[config.mk]
export PLATFORM = sky130hd
export DESIGN_NAME = ifft_8_flat
export DESIGN_NICKNAME = d
export VERILOG_FILES = /design/src/rtl/ifft_8_if.sv /design/src/rtl/ifft_8.sv /design/src/flat_wrapper.sv
export SDC_FILE = /design/constraint.sdc
export NUM_CORES = 2
export LEC_CHECK = 0
export ABC_AREA = 1
export CORE_ASPECT_RATIO = 1.4
export CORE_MARGIN = 2
export CORE_UTILIZATION = 47
export DETAILED_ROUTE_END_ITERATION = 12
export HOLD_SLACK_MARGIN = 0.12
export MAX_ROUTING_LAYER = met4
export PLACE_DENSITY = 0.6
export RECOVER_POWER = 25
export SYNTH_ARGS = -nofsm -noshare
export SYNTH_HDL_FRONTEND = slang
export SYNTH_SLANG_ARGS = --single-unit
[constraint.sdc]
create_clock -name clk -period 11.7 [get_ports clk]
set_input_delay 2.34 -clock clk [delete_from_list [all_inputs] [get_ports clk]]
set_output_delay 2.34 -clock clk [all_outputs]
set_load 0.1 [all_outputs]
[src/rtl/ifft_8_if.sv]
// rtl/ifft_8_if.sv - bin-in / sample-out handshake bundle for the 8-point IFFT engine
interface ifft_8_if #(
  parameter int DATA_W = 12
);
  logic                     in_valid;
  logic                     in_ready;
  logic signed [DATA_W-1:0] in_real;
  logic signed [DATA_W-1:0] in_img;
  logic                     out_valid;
  logic                     out_ready;
  logic signed [DATA_W-1:0] out_real;
  logic signed [DATA_W-1:0] out_img;
  logic                     out_last;
  logic                     busy;

  // Producer/consumer side driving bins in and draining samples out
  modport master (
    output in_valid, in_real, in_img, out_ready,
    input  in_ready, out_valid, out_real, out_img, out_last, busy
  );

  // Engine side
  modport slave (
    input  in_valid, in_real, in_img, out_ready,
    output in_ready, out_valid, out_real, out_img, out_last, busy
  );
endinterface

[src/rtl/ifft_8.sv]
// rtl/ifft_8.sv - iterative 8-point radix-2 inverse FFT, one butterfly per clock, 1/2 scaling per stage
module ifft_8 #(
  parameter int DATA_W  = 12,
  parameter int TW_FRAC = 10
) (
  input logic     clk,
  input logic     rst_n,
  ifft_8_if.slave bus
);

  // Twiddles need two integer bits so that +1.0 and -0.707 are representable.
  localparam int TW_W   = TW_FRAC + 2;
  localparam int PROD_W = DATA_W + TW_W + 1;
  localparam int T_W    = DATA_W + 2;
  localparam int SUM_W  = DATA_W + 3;

  localparam int TW_C45_INT = int'(real'(2 ** TW_FRAC) * 0.7071067811865476);
  localparam logic signed [TW_W-1:0] TW_ONE  = TW_W'(2 ** TW_FRAC);
  localparam logic signed [TW_W-1:0] TW_C45  = TW_W'(TW_C45_INT);
  localparam logic signed [TW_W-1:0] TW_ZERO = '0;

  localparam logic signed [SUM_W-1:0] SAT_HI = {4'b0000, {(DATA_W-1){1'b1}}};
  localparam logic signed [SUM_W-1:0] SAT_LO = {4'b1111, {(DATA_W-1){1'b0}}};

  typedef enum logic [1:0] {LOAD, COMPUTE, UNLOAD} state_t;

  state_t r_state;
  state_t w_state_nxt;

  logic [2:0] r_cnt;    // bin index in LOAD, sample index in UNLOAD
  logic [1:0] r_stage;
  logic [1:0] r_bfly;

  logic signed [DATA_W-1:0] r_re [8];
  logic signed [DATA_W-1:0] r_im [8];

  logic w_in_ready;
  logic w_out_valid;
  logic w_out_last;
  logic w_busy;
  logic w_load_fire;
  logic w_bfly_fire;
  logic w_out_fire;

  logic [2:0] w_top;
  logic [2:0] w_bot;
  logic [1:0] w_k;
  logic [2:0] w_load_addr;

  logic signed [TW_W-1:0]   w_tw_re;
  logic signed [TW_W-1:0]   w_tw_im;
  logic signed [DATA_W-1:0] w_top_re;
  logic signed [DATA_W-1:0] w_top_im;
  logic signed [DATA_W-1:0] w_bot_re;
  logic signed [DATA_W-1:0] w_bot_im;
  logic signed [PROD_W-1:0] w_prod_re;
  logic signed [PROD_W-1:0] w_prod_im;
  logic signed [T_W-1:0]    w_t_re;
  logic signed [T_W-1:0]    w_t_im;
  logic signed [SUM_W-1:0]  w_sum_re;
  logic signed [SUM_W-1:0]  w_sum_im;
  logic signed [SUM_W-1:0]  w_dif_re;
  logic signed [SUM_W-1:0]  w_dif_im;
  logic                     w_unused;

  // Halve (floor) and clamp to the output range instead of wrapping
  function automatic logic signed [DATA_W-1:0] sat_half(input logic signed [SUM_W-1:0] s);
    logic signed [SUM_W-1:0] h;
    h = s >>> 1;
    if (h > SAT_HI) begin
      sat_half = SAT_HI[DATA_W-1:0];
    end else if (h < SAT_LO) begin
      sat_half = SAT_LO[DATA_W-1:0];
    end else begin
      sat_half = h[DATA_W-1:0];
    end
  endfunction

  // State register
  always_ff @(posedge clk or negedge rst_n) begin
    if (!rst_n) begin
      r_state <= LOAD;
    end else begin
      r_state <= w_state_nxt;
    end
  end

  // Next-state decode and handshake outputs
  always_comb begin
    w_state_nxt = r_state;
    w_in_ready  = 1'b0;
    w_out_valid = 1'b0;
    w_out_last  = 1'b0;
    w_busy      = 1'b0;
    w_load_fire = 1'b0;
    w_bfly_fire = 1'b0;
    w_out_fire  = 1'b0;
    case (r_state)
      LOAD: begin
        w_in_ready = 1'b1;
        if (bus.in_valid) begin
          w_load_fire = 1'b1;
          if (r_cnt == 3'd7) w_state_nxt = COMPUTE;
        end
      end
      COMPUTE: begin
        w_busy      = 1'b1;
        w_bfly_fire = 1'b1;
        if (r_stage == 2'd2 && r_bfly == 2'd3) w_state_nxt = UNLOAD;
      end
      UNLOAD: begin
        w_busy      = 1'b1;
        w_out_valid = 1'b1;
        w_out_last  = (r_cnt == 3'd7);
        if (bus.out_ready) begin
          w_out_fire = 1'b1;
          if (r_cnt == 3'd7) w_state_nxt = LOAD;
        end
      end
      default: w_state_nxt = LOAD;
    endcase
  end

  // Butterfly addressing: top/bot differ only in bit 'stage'; k takes the low stage bits of j, scaled up
  always_comb begin
    w_top = 3'd0;
    w_bot = 3'd0;
    w_k   = 2'd0;
    case (r_stage)
      2'd0: begin
        w_top = {r_bfly, 1'b0};
        w_bot = {r_bfly, 1'b1};
        w_k   = 2'd0;
      end
      2'd1: begin
        w_top = {r_bfly[1], 1'b0, r_bfly[0]};
        w_bot = {r_bfly[1], 1'b1, r_bfly[0]};
        w_k   = {r_bfly[0], 1'b0};
      end
      default: begin
        w_top = {1'b0, r_bfly};
        w_bot = {1'b1, r_bfly};
        w_k   = r_bfly;
      end
    endcase
  end

  // Inverse twiddle ROM: W^-k = cos + j*sin of 2*pi*k/8
  always_comb begin
    w_tw_re = TW_ONE;
    w_tw_im = TW_ZERO;
    case (w_k)
      2'd0: begin w_tw_re = TW_ONE;   w_tw_im = TW_ZERO; end
      2'd1: begin w_tw_re = TW_C45;   w_tw_im = TW_C45;  end
      2'd2: begin w_tw_re = TW_ZERO;  w_tw_im = TW_ONE;  end
      default: begin w_tw_re = -TW_C45; w_tw_im = TW_C45; end
    endcase
  end

  assign w_load_addr = {r_cnt[0], r_cnt[1], r_cnt[2]};

  assign w_top_re = r_re[w_top];
  assign w_top_im = r_im[w_top];
  assign w_bot_re = r_re[w_bot];
  assign w_bot_im = r_im[w_bot];

  assign w_prod_re = PROD_W'(w_bot_re) * PROD_W'(w_tw_re) - PROD_W'(w_bot_im) * PROD_W'(w_tw_im);
  assign w_prod_im = PROD_W'(w_bot_re) * PROD_W'(w_tw_im) + PROD_W'(w_bot_im) * PROD_W'(w_tw_re);

  // Arithmetic shift by TW_FRAC; |t| <= 2^(DATA_W-1)*sqrt(2) so the dropped MSB is only sign
  assign w_t_re = w_prod_re[TW_FRAC +: T_W];
  assign w_t_im = w_prod_im[TW_FRAC +: T_W];

  assign w_sum_re = SUM_W'(w_top_re) + SUM_W'(w_t_re);
  assign w_sum_im = SUM_W'(w_top_im) + SUM_W'(w_t_im);
  assign w_dif_re = SUM_W'(w_top_re) - SUM_W'(w_t_re);
  assign w_dif_im = SUM_W'(w_top_im) - SUM_W'(w_t_im);

  assign w_unused = ^{w_prod_re[TW_FRAC-1:0], w_prod_re[PROD_W-1],
                      w_prod_im[TW_FRAC-1:0], w_prod_im[PROD_W-1]};

  // Register file, counters: bit-reversed load, in-place butterflies, sequential unload
  always_ff @(posedge clk or negedge rst_n) begin
    if (!rst_n) begin
      r_cnt   <= 3'd0;
      r_stage <= 2'd0;
      r_bfly  <= 2'd0;
      for (int i = 0; i < 8; i++) begin
        r_re[i] <= '0;
        r_im[i] <= '0;
      end
    end else begin
      if (w_load_fire) begin
        r_re[w_load_addr] <= bus.in_real;
        r_im[w_load_addr] <= bus.in_img;
        r_cnt             <= r_cnt + 3'd1;
      end
      if (w_bfly_fire) begin
        r_re[w_top] <= sat_half(w_sum_re);
        r_im[w_top] <= sat_half(w_sum_im);
        r_re[w_bot] <= sat_half(w_dif_re);
        r_im[w_bot] <= sat_half(w_dif_im);
        r_bfly      <= r_bfly + 2'd1;
        if (r_bfly == 2'd3) begin
          r_stage <= (r_stage == 2'd2) ? 2'd0 : r_stage + 2'd1;
        end
      end
      if (w_out_fire) begin
        r_cnt <= r_cnt + 3'd1;
      end
    end
  end

  assign bus.in_ready  = w_in_ready;
  assign bus.out_valid = w_out_valid;
  assign bus.out_last  = w_out_last;
  assign bus.busy      = w_busy;
  assign bus.out_real  = w_out_valid ? r_re[r_cnt] : '0;
  assign bus.out_img   = w_out_valid ? r_im[r_cnt] : '0;

endmodule
[src/flat_wrapper.sv]
// flat-port wrapper written by rule: the top's interface ports become plain ports
module ifft_8_flat 
#(
  parameter int DATA_W  = 12,
  parameter int TW_FRAC = 10
)
  (clk, rst_n, bus_in_valid, bus_in_real, bus_in_img, bus_out_ready, bus_in_ready, bus_out_valid, bus_out_real, bus_out_img, bus_out_last, bus_busy);
  ifft_8_if #(.DATA_W(DATA_W)) bus_i ();
  input logic clk;
  input logic rst_n;
  input wire logic [$bits(bus_i.in_valid)-1:0] bus_in_valid;
  input wire logic [$bits(bus_i.in_real)-1:0] bus_in_real;
  input wire logic [$bits(bus_i.in_img)-1:0] bus_in_img;
  input wire logic [$bits(bus_i.out_ready)-1:0] bus_out_ready;
  output wire logic [$bits(bus_i.in_ready)-1:0] bus_in_ready;
  output wire logic [$bits(bus_i.out_valid)-1:0] bus_out_valid;
  output wire logic [$bits(bus_i.out_real)-1:0] bus_out_real;
  output wire logic [$bits(bus_i.out_img)-1:0] bus_out_img;
  output wire logic [$bits(bus_i.out_last)-1:0] bus_out_last;
  output wire logic [$bits(bus_i.busy)-1:0] bus_busy;
  assign bus_i.in_valid = bus_in_valid;
  assign bus_i.in_real = bus_in_real;
  assign bus_i.in_img = bus_in_img;
  assign bus_i.out_ready = bus_out_ready;
  assign bus_in_ready = bus_i.in_ready;
  assign bus_out_valid = bus_i.out_valid;
  assign bus_out_real = bus_i.out_real;
  assign bus_out_img = bus_i.out_img;
  assign bus_out_last = bus_i.out_last;
  assign bus_busy = bus_i.busy;
  ifft_8 #(.DATA_W(DATA_W), .TW_FRAC(TW_FRAC)) u_core (.clk(clk), .rst_n(rst_n), .bus(bus_i));
endmodule
==> flow_summary.json <==
{
  "clock_path_buffers": 3,
  "synth_top_area_frac": 0.203,
  "syn_to_final_growth_pct": 7.22,
  "core-area_um2": 73700,
  "min_path_type": "reg2reg",
  "timing.final.ws_setup_ns": 0.816,
  "route.detailed.drc": 0,
  "synthCells": 5113,
  "yosys-top-cells-count": "1207 x nand2_1, 924 x inv_1, 498 x o21ai_0, 353 x fa_1, 328 x nor2_1",
  "critical_path_class": "reg2reg",
  "final_util": 0.507,
  "synth_cell_types": 53,
  "overflow": 0,
  "cts_max_level": 1,
  "postCtsSetupRepairBufs": 0,
  "wirelength_mm": 136,
  "crit_family": "adder cells",
  "synth_seq_cells": 201,
  "antenna_found_initial": 2,
  "crit_fanout": 63,
  "grt_pass1_vias": 33922,
  "slew-limit-headroom": -2.05,
  "synth_edf_count": 0,
  "die_x_um": 234,
  "die_h_um": 326,
  "first_pass_iters": 7,
  "synthTopCellsByArea": "fa_1 20%, dfrtp_1 14%, nand2_1 13%",
  "maxCapViolations": 2,
  "worstPathRequired_ns": 12.15,
  "outcome": "complete, but fails checks",
  "grt_pass1_wl_mm": 204,
  "critPathMaxStageDelay_ns": 0.56,
  "hold_viol": 0,
  "vias": 34768,
  "clock_latency_ns": 0.57,
  "grt_max_degree": 103,
  "ant_nets": 0,
  "drt-vias-per-instance": 5.77,
  "crit_arrival_ns": 11.33,
  "worstHoldStart": "u_core.r_state[1]",
  "cts-resized-gates": 0,
  "track_usage": 0.367,
  "ys_async_sr_fraction": 1.00,
  "globalplace.congestion": 0.958,
  "routedWlPerCell_um": 22.5,
  "rsz0062_at_grt": "no",
  "setup_viol": 0,
  "drive_gt1_frac": 0.0596,
  "ys.flop_type": "dfrtp_1",
  "min_period_ns": 10.88,
  "holdBufCountCts": 0,
  "pre_cts_slack_ns": 0.667,
  "drtIter0Drc": 3516,
  "avgSynthCellArea_um2": 6.82,
  "endpoint_kind": "flip-flop",
  "clock-sinks": 201,
  "drv_slew": 134,
  "ios": 56,
  "synth_largest_area_cell": "fa_1",
  "clk_pin_slew_ns": 0.07,
  "fin_worst_skew_ns": 0.0150,
  "cp_num_buf_inv": 16,
  "max_freq_mhz": 91.9,
  "worst_slew_pin_slew_ns": 4.57,
  "cp-start-kind": "flip-flop",
  "fp-row-count": 118,
  "initial_core_util": 0.473,
  "rr_startpoint": "u_core.r_bfly[0]",
  "violations": "max-capacitance violations, max-slew violations",
  "die-area_um2": 76400,
  "nNetsFinal": 5749,
  "syn_nets": 5815,
  "synth_area_um2": 34900,
  "dp.final_hpwl_mm": 95.5,
  "synth-seq-area-share": 0.144,
  "cts_made_buffers": 23,
  "root_buffer": "clkbuf_16",
  "synth_most_common_cell": "nand2_1",
  "crit_top_cell": "nand2_1",
  "cts_tree": "built",
  "yosysWarnings": 0,
  "timing.final.crit_share": 0.930,
  "io_buffers": 55,
  "tns_ns": 0,
  "crit_slowest_cell": "fa_1",
  "startpoint": "u_core.r_bfly[0]"
}
## worst register-to-register path: cells and delay by family (launching register included)
| family | cells | cell delay (ns) |
|---|---|---|
| adder cells (fa/ha/maj) | 9 | 3.82 |
| AND/OR/NAND/NOR | 20 | 2.51 |
| buffers and inverters | 16 | 2.49 |
| AO/OA/AOI/OAI | 9 | 1.46 |
| flip-flops | 1 | 0.51 |
## cells by family (layout without fill, tap and decap cells)
| group | count (synthesis) | count (layout) | synth area share |
|---|---|---|---|
| flip-flops | 201 | 201 | 0.144 |
| other | 0 | 4 | 0 |
| AO/OA/AOI/OAI | 977 | 977 | 0.152 |
| buffers and inverters | 1206 | 1156 | 0.132 |
| XOR/XNOR | 84 | 84 | 0.0211 |
| adder cells (fa/ha/maj) | 674 | 674 | 0.318 |
| multiplexers | 2 | 2 | 0.000574 |
| AND/OR/NAND/NOR | 1969 | 1969 | 0.232 |
## layer usage
metal,global-route usage,up-vias,share of wire
met5,-,-,0
met4,0.228,0,0.075
met3,0.0585,587,0.093
met2,0.591,1832,0.47
met1,0.425,16443,0.36
li1,-,15906,-
## registers in the layout (all words and copies together), names as in the netlist
| register | flops |
|---|---|
| u_core.r_bfly | 2 |
| u_core.r_cnt | 3 |
| u_core.r_stage | 2 |
| u_core.r_state | 2 |
| u_core.r_re | 96 |
| u_core.r_im | 96 |
## cell usage in the layout (no fill, tap or decap), drive strengths merged, types with 3 or more instances in the layout
cell type	count
inv	933
nand3b	6
clkbuf	36
nor2	333
nand4	6
a21o	12
o21bai	10
a2111oi	11
xnor2	10
a21oi	321
nand2	1224
a22oi	4
dfrtp	201
a311oi	11
nand3	302
nor4	9
o22ai	22
buf	119
o221ai	13
a31oi	18
clkdlybuf4s50	52
clkinv	13
ha	321
nor3	14
and2	3
o21a	4
fa	353
a221oi	20
diode	4
or2	71
xor2	74
o21ai	520
## per-stage QoR
stage | area, µm² | std cells | hold WS (ns)
3_3_place_gp | 36600 | 5982 | 0.510
4_1_cts | 37400 | 6023 | 0.524
3_5_place_dp | 36600 | 5982 | 0.509
2_1_floorplan | 34900 | 5113 | 0.478
5_1_grt | 37400 | 6025 | 0.574
6_report | 37400 | 6027 | 0.522
## worst paths after layout
| path | endpoint | depth (start not counted) | slack (ns) |
|---|---|---|---|
| hold / removal | u_core.r_state[1] | 2 | 0.52 |
| setup / recovery | u_core.r_re[77] | 54 | 0.82 |
| setup reg to reg | u_core.r_re[77] | 54 | 0.82 |
| max in group asynchronous | u_core.r_im[35] | 2 | 3.11 |
| hold reg to reg | u_core.r_state[1] | 2 | 0.52 |
| min in group asynchronous | u_core.r_im[54] | 1 | 3.38 |
## layout make-up
| type | instances | area, µm² |
|---|---|---|
| antenna | 4 | 10.0 |
| multi-input combinational | 3706 | 25400 |
| clock inverter | 7 | 60.1 |
| fill | 7474 | 36300 |
| tap | 960 | 1200 |
| inverter | 940 | 3530 |
| sequential | 201 | 5030 |
| timing repair buffer | 175 | 1500 |
| clock buffer | 34 | 677 |
Power is left out: the tool's default activity adds up to more than one toggle a clock period on the data nets, which glitch-free logic cannot reach.
